[src/rtl/rom_arb_pkg.sv]
// -----------------------------------------------------------------------------
// rom_arb_pkg
// Shared types and helpers for the program-ROM arbiter.
//   port_id_t          : 1-bit requester id carried by the tag stage
//   PORT_FETCH/DATA    : ids of the instruction-fetch and data-load ports
//   starve_cnt_width() : counter width able to hold 0..STARVE_LIMIT
// Build option: ROM_ARB_RR_EN (selects round-robin arbitration, see
// rom_arb_select).
// -----------------------------------------------------------------------------
package rom_arb_pkg;

    typedef logic port_id_t;

    localparam port_id_t PORT_FETCH = 1'b0;
    localparam port_id_t PORT_DATA  = 1'b1;

    // Width needed to count from 0 up to and including limit (minimum 1 bit).
    function automatic int unsigned starve_cnt_width(input int unsigned limit);
        int unsigned w;
        w = 1;
        while ((64'(1) << w) <= 64'(limit)) begin
            w = w + 1;
        end
        return w;
    endfunction

endpackage

[src/rtl/rom_arb_select.sv]
// -----------------------------------------------------------------------------
// rom_arb_select
// Per-cycle grant logic for the two ROM requesters plus its fairness state.
// Build option ROM_ARB_RR_EN:
//   defined   : round-robin, the port not granted most recently wins contention
//   undefined : fixed priority to port 0 with a starvation counter for port 1
// Ports:
//   clk, reset        : clock, asynchronous active-high reset
//   req0_i, req1_i    : level requests from fetch / data port
//   gnt0_o, gnt1_o    : combinational one-hot (or zero) grants, low in reset
// -----------------------------------------------------------------------------
module rom_arb_select
    import rom_arb_pkg::*;
#(
    parameter int unsigned STARVE_LIMIT = 4
) (
    input  logic clk,
    input  logic reset,
    input  logic req0_i,
    input  logic req1_i,
    output logic gnt0_o,
    output logic gnt1_o
);

`ifdef ROM_ARB_RR_EN

    // Id of the most recently granted port; resets to DATA so FETCH wins first.
    port_id_t last_q;
    port_id_t last_d;
    logic     win1;

    // Grant decision and pointer update
    always_comb begin
        last_d = last_q;
        win1   = req1_i & (~req0_i | (last_q == PORT_FETCH));
        gnt1_o = ~reset & win1;
        gnt0_o = ~reset & req0_i & ~win1;
        if (gnt0_o) begin
            last_d = PORT_FETCH;
        end else if (gnt1_o) begin
            last_d = PORT_DATA;
        end
    end

    // Round-robin pointer register
    always_ff @(posedge clk or posedge reset) begin
        if (reset) begin
            last_q <= PORT_DATA;
        end else begin
            last_q <= last_d;
        end
    end

`else

    localparam int unsigned    CNT_W = starve_cnt_width(STARVE_LIMIT);
    localparam logic [CNT_W-1:0] LIMIT = CNT_W'(STARVE_LIMIT);

    logic [CNT_W-1:0] starve_cnt_q;
    logic [CNT_W-1:0] starve_cnt_d;
    logic             force1;
    logic             win1;

    // Grant decision and starvation counter update
    always_comb begin
        starve_cnt_d = starve_cnt_q;
        force1       = (starve_cnt_q == LIMIT);
        win1         = req1_i & (~req0_i | force1);
        gnt1_o       = ~reset & win1;
        gnt0_o       = ~reset & req0_i & ~win1;
        if (!req1_i || gnt1_o) begin
            starve_cnt_d = '0;
        end else if (starve_cnt_q != LIMIT) begin
            // Saturate so a long stall never wraps past the force point
            starve_cnt_d = starve_cnt_q + CNT_W'(1);
        end
    end

    // Starvation counter register
    always_ff @(posedge clk or posedge reset) begin
        if (reset) begin
            starve_cnt_q <= '0;
        end else begin
            starve_cnt_q <= starve_cnt_d;
        end
    end

`endif

endmodule

[src/rtl/rom_arbiter.sv]
// -----------------------------------------------------------------------------
// rom_arbiter
// Shares one synchronous-read program ROM between instruction fetch (port 0)
// and data/constant load (port 1). One access is granted per cycle, tagged
// with its owner, and the returned word is delivered to that port two cycles
// after the grant with a one-cycle rvalid pulse.
// Build option: ROM_ARB_RR_EN (round-robin instead of fixed priority).
// Ports:
//   clk, reset               : clock, asynchronous active-high reset
//   req0_i/addr0_i           : fetch request and address (held until granted)
//   gnt0_o                   : fetch grant, combinational
//   rvalid0_o/rdata0_o       : fetch response pulse and held read data
//   req1_i/addr1_i/gnt1_o/rvalid1_o/rdata1_o : same for the data port
//   rom_addr_o               : address to the ROM, combinational
//   rom_data_i               : ROM word, valid the cycle after its address
// -----------------------------------------------------------------------------
module rom_arbiter
    import rom_arb_pkg::*;
#(
    parameter int unsigned ADDR_SIZE    = 16,
    parameter int unsigned WORD_SIZE    = 20,
    parameter int unsigned STARVE_LIMIT = 4
) (
    input  logic                 clk,
    input  logic                 reset,
    input  logic                 req0_i,
    input  logic [ADDR_SIZE-1:0] addr0_i,
    output logic                 gnt0_o,
    output logic                 rvalid0_o,
    output logic [WORD_SIZE-1:0] rdata0_o,
    input  logic                 req1_i,
    input  logic [ADDR_SIZE-1:0] addr1_i,
    output logic                 gnt1_o,
    output logic                 rvalid1_o,
    output logic [WORD_SIZE-1:0] rdata1_o,
    output logic [ADDR_SIZE-1:0] rom_addr_o,
    input  logic [WORD_SIZE-1:0] rom_data_i
);

    logic gnt0;
    logic gnt1;

    // Tag stage: marks that rom_data_i carries a word this cycle and for whom
    logic     tag_v_q;
    logic     tag_v_d;
    port_id_t tag_port_q;
    port_id_t tag_port_d;

    // Return stage: registered outputs
    logic                 rvalid0_q;
    logic                 rvalid0_d;
    logic                 rvalid1_q;
    logic                 rvalid1_d;
    logic [WORD_SIZE-1:0] rdata0_q;
    logic [WORD_SIZE-1:0] rdata0_d;
    logic [WORD_SIZE-1:0] rdata1_q;
    logic [WORD_SIZE-1:0] rdata1_d;

    rom_arb_select #(
        .STARVE_LIMIT (STARVE_LIMIT)
    ) u_select (
        .clk    (clk),
        .reset  (reset),
        .req0_i (req0_i),
        .req1_i (req1_i),
        .gnt0_o (gnt0),
        .gnt1_o (gnt1)
    );

    assign gnt0_o = gnt0;
    assign gnt1_o = gnt1;

    // ROM address mux; port 0 address is a harmless default when idle
    always_comb begin
        rom_addr_o = addr0_i;
        if (reset) begin
            rom_addr_o = '0;
        end else if (gnt1) begin
            rom_addr_o = addr1_i;
        end
    end

    // Next-state for the tag and return stages
    always_comb begin
        tag_v_d    = gnt0 | gnt1;
        tag_port_d = gnt1 ? PORT_DATA : PORT_FETCH;
        rvalid0_d  = tag_v_q & (tag_port_q == PORT_FETCH);
        rvalid1_d  = tag_v_q & (tag_port_q == PORT_DATA);
        rdata0_d   = rdata0_q;
        rdata1_d   = rdata1_q;
        if (rvalid0_d) begin
            rdata0_d = rom_data_i;
        end
        if (rvalid1_d) begin
            rdata1_d = rom_data_i;
        end
    end

    // Pipeline registers; reset drops any in-flight access
    always_ff @(posedge clk or posedge reset) begin
        if (reset) begin
            tag_v_q    <= 1'b0;
            tag_port_q <= PORT_FETCH;
            rvalid0_q  <= 1'b0;
            rvalid1_q  <= 1'b0;
            rdata0_q   <= '0;
            rdata1_q   <= '0;
        end else begin
            tag_v_q    <= tag_v_d;
            tag_port_q <= tag_port_d;
            rvalid0_q  <= rvalid0_d;
            rvalid1_q  <= rvalid1_d;
            rdata0_q   <= rdata0_d;
            rdata1_q   <= rdata1_d;
        end
    end

    assign rvalid0_o = rvalid0_q;
    assign rvalid1_o = rvalid1_q;
    assign rdata0_o  = rdata0_q;
    assign rdata1_o  = rdata1_q;

endmodule

[config.mk]
export PLATFORM = sky130hd
export DESIGN_NAME = rom_arbiter
export DESIGN_NICKNAME = d
export VERILOG_FILES = /design/src/rtl/rom_arb_pkg.sv /design/src/rtl/rom_arb_select.sv /design/src/rtl/rom_arbiter.sv
export SDC_FILE = /design/constraint.sdc
export NUM_CORES = 1
export LEC_CHECK = 0
export CORE_ASPECT_RATIO = 0.75
export CORE_MARGIN = 10
export CORE_UTILIZATION = 42
export DETAILED_ROUTE_END_ITERATION = 12
export GPL_TIMING_DRIVEN = 1
export MAX_ROUTING_LAYER = met4
export PLACE_DENSITY_LB_ADDON = 0.15
export SKIP_LAST_GASP = 1
export SYNTH_ARGS = -nofsm -noshare
export SYNTH_HDL_FRONTEND = slang
export SYNTH_SLANG_ARGS = --single-unit
[constraint.sdc]
create_clock -name clk -period 3.2 [get_ports clk]
set_input_delay 0.64 -clock clk [delete_from_list [all_inputs] [get_ports clk]]
set_output_delay 0.64 -clock clk [all_outputs]
set_load 0.01 [all_outputs]
Word-level counts from Yosys, hierarchy flattened --
Index checks and enable logic that the tools add are counted.
Storage, ports and cells: flip-flop bits (word level) 47, bits in latches 0, memory bits (writable) 0, bits in read-only memories 0, input bits 56, logic and storage cells 30, memories kept 0
Operators by class: $add $sub $neg 1, multipliers 0, div/mod/pow operators 0, order comparisons 0, eq/ne operators 2, shifts and indexed selects 0, muxes and demuxes 5, bitwise logic cells 12, reductions and logical operators 3
Operators by type and width (count):
- 16-bit 2-to-1 mux | 2
- 1-bit AND | 6
- 3-bit 2-to-1 mux | 2
- 1-bit NOT | 4
- 3-bit by 1-bit adder with 3-bit output (second input constant) | 1
- 3-bit equality test (second input constant) | 1
- 3-bit != test (second input constant) | 1
- 1-bit bitwise OR | 2
- 2-bit nonzero test | 1
- 1-bit zero test | 1
- 1-bit logical OR | 1
- 1-bit 2-to-1 mux | 1

Depth between registers and ports, before layout --
Gate-level depths: netlist (run 1).
depth after elaboration 6, depth in mapped cells 7

Hierarchy --
From an unflattened synthesis (run 1), not the netlist that was laid out.
Unflattened totals: cell total of the unflattened synthesis 151, area, all modules 2160.8 sq um
Modules (own cells, without submodules):
- rom_arbiter | instances 1, cells each 129, area an instance 1949.4 sq um, sequential area each 1101.1 sq um
- rom_arb_select | instances 1, cells each 22, area an instance 211.5 sq um, sequential area each 75.1 sq um

Worst setup path before layout (run 1) --
No wires, ideal clock.
kind input port to output port, start point input port reset, end point output port rom_addr_o[10], data arrival time 1.787 ns, slack 0.773 ns, stages on the path 4, buffers on the path 1, path through clkinv_1 -> buf_2 -> nand2_1 -> mux2i_1
Between the ends: longest elaborated chain between the ends 4
Ends and longest elaborated chain:
- from (decl) | line rom_arbiter.sv:25 | input logic reset,
- 1-bit NOT | line rom_arb_select.sv:69 | gnt1_o = ~reset & win1;
- 1-bit AND | line rom_arb_select.sv:69
- 16-bit 2-to-1 mux | line rom_arbiter.sv:78 | end else if (gnt1) begin
- 16-bit 2-to-1 mux (*) | line rom_arbiter.sv:76 | if (reset) begin
- to (decl) | line rom_arbiter.sv:36 | output logic [ADDR_SIZE-1:0] rom_addr_o,
Mark *: on every way between the ends. The rest lies on a longest branch, timed or not.

Final worst setup path (run 1) --
start point input port req0_i, end point output port rom_addr_o[10]
Between the ends: longest elaborated chain between the ends 6
Ends and longest elaborated chain:
- from (decl) | line rom_arbiter.sv:26 | input logic req0_i,
- 1-bit NOT | line rom_arb_select.sv:68 | win1 = req1_i & (~req0_i | force1);
- 1-bit bitwise OR | line rom_arb_select.sv:68
- 1-bit AND | line rom_arb_select.sv:68
- 1-bit AND | line rom_arb_select.sv:69
- 16-bit 2-to-1 mux | line rom_arbiter.sv:78
- 16-bit 2-to-1 mux | line rom_arbiter.sv:76
No other way between the ends.

==> results of run 1 <==
area by class of cell:
| cell class | count | area [µm²] |
|---|---|---|
| Clock buffer | 6 | 82.6 |
| Clock inverter | 1 | 8.76 |
| Fill cell | 378 | 1440 |
| Inverter | 5 | 18.8 |
| Multi-Input combinational cell | 110 | 873 |
| Sequential cell | 47 | 1180 |
| Tap cell | 60 | 75.1 |
| Timing Repair Buffer | 122 | 1230 |
Yosys cell counts (all sizes together):
master / instances / share of area, %
mux2: 40 / 21
inv: 4 / 0.70
clkinv: 1 / 0.18
nor2: 3 / 0.53
buf: 9 / 3.1
a21oi: 1 / 0.23
nor3: 1 / 0.23
nor3b: 1 / 0.35
o21ai: 2 / 0.47
a21boi: 2 / 0.88
nand2: 36 / 6.4
and2: 1 / 0.29
mux2i: 17 / 8.0
dfrtp: 47 / 55
nand2b: 1 / 0.29
o211ai: 1 / 0.35
ha: 2 / 1.2
nand4: 2 / 0.59
cell families (layout without fill, tap and decap cells):
family,count (synthesis),in the layout,synth area share (%)
compound gates,6,6,1.93
fa+ha+maj,2,2,1.17
buf+inv,14,134,3.99
flops,47,47,55.1
mux,57,57,29.1
simple gates,45,45,8.73
registers in the layout, indices dropped and copies added, names as in the netlist:
register	flops
rvalid1_o	1
tag_port_q	1
rdata0_o	20
rvalid0_o	1
tag_v_q	1
u_select.starve_cnt_q	3
rdata1_o	20
worst reg2reg max path: stages (launching register included):
cell                       delay (ns)
sky130_fd_sc_hd__dfrtp_1         0.34
sky130_fd_sc_hd__nand2b_1        0.83
sky130_fd_sc_hd__mux2_2          0.43
layer usage:
layer / wire [µm] / up-vias / share of wire (%)
met5: 0 / - / 0
met4: 0 / 0 / 0
met3: 306 / 0 / 5.4
met2: 2970 / 57 / 52
met1: 2430 / 783 / 43
li1: - / 822 / -
report_power, final:
part           total [mW]  leakage (nW)  internal, mW  switching (mW)
Combinational       0.567         0.870         0.362           0.205
Clock               0.367        0.0477         0.174           0.193
Sequential          0.751         0.558         0.700          0.0516
Total                1.69          1.48          1.24           0.449
path summary, 6_finish.rpt:
check / start / endpoint / slack, ns / cells after the start
worst max-delay path: req0_i / rom_addr_o[10] / 0.15 / 5
worst min-delay path: rdata0_o[6] / rdata0_o[6] / 0.50 / 1
worst max register to register: tag_port_q / rdata0_o[4] / 1.49 / 2
worst min register to register: rdata0_o[6] / rdata0_o[6] / 0.50 / 1
max in group asynchronous: reset / rdata0_o[11] / 2.00 / 4
min in group asynchronous: reset / rdata0_o[4] / 0.83 / 3
through the flow:
step / cells / cell area (µm²) / hold WS (ns)
3_5_place_dp: 344 / 3370 / 0.484
2_1_floorplan: 171 / 2130 / 0.534
3_3_place_gp: 344 / 3370 / 0.478
5_1_grt: 351 / 3460 / 0.517
4_1_cts: 351 / 3460 / 0.504
6_report: 351 / 3460 / 0.499
==> parameters.txt, run 1 <==
Parameter                              Value

STA
  Count of pins over their slew limit ... 0
  Min Tclk post-route ... 3.05 ns
  Setup skew after layout ... 0.00381 ns
  Crit share post-route ... 95.2%
  Final count of negative-setup-slack endpoints ... 0
  Fin worst setup slack ... 0.154 ns
  Transition time at the pin with the least slew margin ... 1.09 ns
  Maximum frequency from static timing analysis ... approximately 330 MHz
  Slew margin rel. ... 27.6%
  Final hold violations ... 0
  Final sum of negative setup slack ... 0 ns
  RSZ-0062 raised after global routing ... no

Floorplan
  Starting density of the core ... between 40% and 50%
  Area of the core region ... 0.00490 mm²
  Chip Height ... slightly above 80 µm
  Floorplan die width ... ~100 µm
  Die outline area ... 0.00836 mm²
  Number of top-level design ports ... 116
  Row Count ... 22

Global route
  Via count of the first global-routing pass ... 1,721
  Largest net degree at the start of global routing ... 28
  All-Layer GR Usage ... 13.4%
  First-pass GRT wire length ... 8570 µm
  Global routing usage on met2 ... 22.8%
  Met1 track demand over resource in global routing ... 15.9%
  Met3 routing resource usage after global routing ... 3.86%
  Global route total overflow ... 0
  Number of antenna violations at the first check in global routing ... 0
  Most utilized layer in the global route result ... met2

Setup path
  Maximum net fanout on the critical path ... 18
  Cell with the biggest individual delay on the critical path ... sky130_fd_sc_hd__clkdlybuf4s50_1
  Slowest Stage Delay on Critical Path ... 0.59 ns
  Type of the setup path with the least slack ... primary input to primary output
  Crit path launch type ... primary input
  Delay-heaviest family, CP ... buffers and inverters
  Critical path cell sequence ... clkdlybuf4s50_1 > a21boi_2 > buf_12 > mux2i_1 > clkdlybuf4s50_1
  Category of the worst setup path capture point ... primary output
  Top cell by count, worst path ... sky130_fd_sc_hd__clkdlybuf4s50_1
  Data arrival, critical path ... 2.41 ns
  WP data required ... 2.56 ns
  Count of buffer and inverter cells on the critical path ... 3

Routing
  Post-DRT Antenna Nets ... 0
  Vias post-DR ... approximately 1,700
  Residual DRC ... 0
  Detailed Route Iter0 Violations ... 38
  Wirelength, routed ... 5710 µm
  Average wire per standard cell ... 16.3 µm
  Number of vias per cell after detailed routing ... 4.74
  Detailed Routing Iterations Pass 1 ... 4

Final layout
  Share of layout cells above drive strength 1 ... 19.2%
  Leading cell type in the layout, fill and taps excluded ... sky130_fd_sc_hd__clkdlybuf4s50_1
  Growth of design area from synthesis to finish ... 62.3%
  Net total in the final layout ... 349
  Final core area utilization ... 70.7%
  Antenna diodes ... 0
  Most frequent cells in the layout ... 115 x sky130_fd_sc_hd__clkdlybuf4s50_1, 47 x sky130_fd_sc_hd__dfrtp_1, 39 x sky130_fd_sc_hd__mux2_2

Place
  Pre-CTS WS ... ~0.20 ns
  Global placer's final weighted congestion ... 0.756
  Placed wire-length estimate after detailed placement ... about 4700 µm
  Number of port buffers ... approximately 120

Power and ir drop
  Post-route total power ... 1.69 mW
  Power density normalized to cell area ... between 400 and 500 mW/mm²
  Worst vdd rail ir drop ... 0.311 mV
  Leakage Power ... between 1 and 1.5 nW

Clock network
  Register clock-pin slew on the reported worst setup and hold paths ... 0.08 ns
  Post_cts resized ... 0
  Number of CTS-inserted buffers ... 5
  Number of buffers between clock root and the deepest sink ... 2
  Clock sink total ... 47
  Clock latency of the later-clocked register in the worst-skew pair ... roughly 0.29 ns
  Setup bufs post-CTS ... 0
  Hold-fix buffers, CTS ... 0
  H-tree levels ... 2
  TritonCTS clock tree ... yes
  Root Driver ... sky130_fd_sc_hd__clkbuf_8

Synth
  Post-synthesis net count ... 229
  Mean cell area of the mapped netlist ... approximately 12 µm²
  Unique cell type count in the Yosys netlist ... 23
  Cell count after synthesis ... 171
  Sequential-to-total area share from yosys stat ... a little under three fifths
  Cell area after synthesis ... 0.00213 mm²
  Post-synthesis register bit count ... 47
  Count of synthesis-stage warnings from yosys ... 0

Job
  Maximum capacitance violations ... 0

Hold path
  Type of the worst min-delay path ... flip-flop to flip-flop

Status
  Run status ... complete, no violations
No activity file was read; power rests on OpenSTA's default activity.
==> run 2, diff against run 1 <==
--- a/config.mk
+++ b/config.mk
@@ -9,7 +9,7 @@
 export CORE_MARGIN = 10
 export CORE_UTILIZATION = 42
 export DETAILED_ROUTE_END_ITERATION = 12
-export GPL_TIMING_DRIVEN = 1
+export GPL_TIMING_DRIVEN = 0
 export MAX_ROUTING_LAYER = met4
 export PLACE_DENSITY_LB_ADDON = 0.15
 export SKIP_LAST_GASP = 1
==> parameters.txt, run 2 (synthesis results as in run 1) <==
Parameter                              Value

Final layout
  Filler Cells Inserted ... 371 (was 378)
  Count of non-filler cells in the finished layout ... 357 (was 351)
  Antenna diodes ... 0 (unchanged)
  Final Instance Area ... 0.00351 mm² (was 0.00346 mm²)
  Share of layout cells above drive strength 1 ... 20.5% (was 19.2%)
  Final core area utilization ... 71.7% (was 70.7%)
  Most frequent cells in the layout ... 112 x sky130_fd_sc_hd__clkdlybuf4s50_1, 47 x sky130_fd_sc_hd__dfrtp_1, 39 x sky130_fd_sc_hd__mux2_2 (was 115 x sky130_fd_sc_hd__clkdlybuf4s50_1, 47 x sky130_fd_sc_hd__dfrtp_1, 39 x sky130_fd_sc_hd__mux2_2)
  Growth of design area from synthesis to finish ... 64.7% (was 62.3%)
  Leading cell type in the layout, fill and taps excluded ... sky130_fd_sc_hd__clkdlybuf4s50_1 (unchanged)
  Net total in the final layout ... 354 (was 349)

Setup path
  Maximum net fanout on the critical path ... 10 (was 18)
  Type of the setup path with the least slack ... primary input to primary output (unchanged)
  Crit path from ... reset (was req0_i)
  Data arrival, critical path ... 2.43 ns (was 2.41 ns)
  Startpoint of the lowest-slack register-to-register path ... u_select.starve_cnt_q[0] (was tag_port_q)
  WP data required ... 2.56 ns (about the same)
  Category of the worst setup path capture point ... primary output (unchanged)
  Crit path launch type ... primary input (unchanged)

Hold path
  Startpoint of the lowest-slack hold path ... rdata0_o[6] (unchanged)
  Type of the worst min-delay path ... flip-flop to flip-flop (unchanged)

Routing
  Vias post-DR ... 1,689 (was 1,662)
  Detailed Route Iter0 Violations ... 7 (was 38)
  Post-DRT Antenna Nets ... 0 (unchanged)
  Detailed Routing Iterations Pass 1 ... 4 (unchanged)
  Average wire per standard cell ... 16.6 µm (was 16.3 µm)
  Residual DRC ... 0 (unchanged)
  Wirelength, routed ... 5920 µm (was 5710 µm)
  Number of vias per cell after detailed routing ... 4.73 (was 4.74)

Clock network
  TritonCTS clock tree ... yes (unchanged)
  Root Driver ... sky130_fd_sc_hd__clkbuf_8 (unchanged)
  Hold-fix buffers, CTS ... 0 (unchanged)
  Clock sink total ... 47 (unchanged)
  Register clock-pin slew on the reported worst setup and hold paths ... 0.08 ns (about the same)
  Number of CTS-inserted buffers ... 5 (unchanged)
  H-tree levels ... 2 (unchanged)
  Number of buffers between clock root and the deepest sink ... 2 (unchanged)
  Clock latency of the later-clocked register in the worst-skew pair ... 0.29 ns (about the same)

Place
  Number of port buffers ... 115 (unchanged)
  Global placer's final weighted congestion ... 0.750 (was 0.756)
  Pre-CTS WS ... -0.700 ns (was 0.197 ns)
  Placed wire-length estimate after detailed placement ... 4740 µm (was 4680 µm)
  Post-place instance area ... 0.00336 mm² (was 0.00337 mm²)
  Instance count after placement with tap cells included ... 346 (was 344)

Floorplan
  Number of top-level design ports ... 116 (unchanged)
  Area of the core region ... 0.00490 mm² (unchanged)
  Row Count ... 22 (unchanged)
  Starting density of the core ... 43.6% (unchanged)
  Floorplan die width ... 102 µm (unchanged)
  Chip Height ... 81.7 µm (unchanged)
  Die outline area ... 0.00836 mm² (unchanged)

Status
  Run status ... complete, no violations (unchanged)

Global route
  Global route total overflow ... 0 (unchanged)
  Via count of the first global-routing pass ... 1,757 (was 1,721)
  All-Layer GR Usage ... 14.3% (was 13.4%)
  Largest net degree at the start of global routing ... 57 (was 28)
  Number of antenna violations at the first check in global routing ... 0 (unchanged)
  First-pass GRT wire length ... 9200 µm (was 8570 µm)

Power and ir drop
  Post-route total power ... 1.66 mW (was 1.69 mW)
  Power density normalized to cell area ... 473 mW/mm² (was 487 mW/mm²)
  Worst vdd rail ir drop ... 0.289 mV (was 0.311 mV)
  Leakage Power ... 1.53 nW (was 1.48 nW)

STA
  Min Tclk post-route ... 3.07 ns (was 3.05 ns)
  Final sum of negative setup slack ... 0 ns (unchanged)
  Crit share post-route ... 95.8% (was 95.2%)
  RSZ-0062 raised after global routing ... no (unchanged)
  Count of pins over their slew limit ... 0 (unchanged)
  Hold_ws ... 0.501 ns (was 0.499 ns)
  Final count of negative-setup-slack endpoints ... 0 (unchanged)
  Fin worst setup slack ... 0.134 ns (was 0.154 ns)
  Setup skew after layout ... 0.00694 ns (was 0.00381 ns)
  Slew margin rel. ... 78.8% (was 27.6%)
  Final hold violations ... 0 (unchanged)
  Maximum frequency from static timing analysis ... 326 MHz (was 328 MHz)
  Transition time at the pin with the least slew margin ... 0.317 ns (was 1.09 ns)

Job
  Maximum capacitance violations ... 0 (unchanged)
[run 2: final cells by class]
type	instances	area, µm²	area share (%)
buffer	9	83.8	2.39
clock buffer	6	72.6	2.06
clock inverter	2	12.5	0.356
inverter	5	22.5	0.641
multi-input combinational	110	873	24.8
sequential	47	1180	33.5
tap	60	75.1	2.14
timing repair buffer	118	1200	34.1
[run 2: what timing repair did]
| action | 4_1_cts | 5_1_grt |
|---|---|---|
| setup buffers | 0 | 2 |
| gates cloned | 0 | 1 |
| pin swaps | 0 | 0 |
| endpoints found under the setup margin | 9 | 10 |
| resized for setup | 4 | 5 |
| hold endpoints to repair | 0 | 0 |
[run 2: final timing paths]
| path | endpoint | slack (ns) | cells past startpoint |
|---|---|---|---|
| min in group asynchronous | rdata1_o[6] | 0.97 | 3 |
| max | rom_addr_o[4] | 0.13 | 6 |
| max in group asynchronous | u_select.starve_cnt_q[1] | 1.92 | 4 |
| min reg2reg | rdata0_o[6] | 0.50 | 1 |
| max reg2reg | tag_port_q | 1.69 | 7 |
| min | rdata0_o[6] | 0.50 | 1 |
[run 2: layer usage]
| metal | up-vias | part of all wire (%) | GRT usage, % |
|---|---|---|---|
| met5 | - | 0 | - |
| met4 | 0 | 0 | 0.843 |
| met3 | 0 | 5.1 | 4.70 |
| met2 | 50 | 51 | 24.3 |
| met1 | 808 | 44 | 17.0 |
| li1 | 831 | - | - |
[run 2: worst max-delay path: stages]
cell and delay, ns:
sky130_fd_sc_hd__clkdlybuf4s50_1 0.56, sky130_fd_sc_hd__clkinvlp_4 0.21, sky130_fd_sc_hd__buf_2 0.23, sky130_fd_sc_hd__nand2_1 0.08
sky130_fd_sc_hd__mux2i_1 0.13, sky130_fd_sc_hd__clkdlybuf4s50_1 0.56
[run 2: report_power, final]
group | leakage (nW) | total (mW) | internal (mW) | switching [mW]
Combinational | 0.927 | 0.573 | 0.366 | 0.207
Clock | 0.0412 | 0.338 | 0.153 | 0.185
Sequential | 0.558 | 0.751 | 0.700 | 0.0512
Total | 1.53 | 1.66 | 1.22 | 0.443
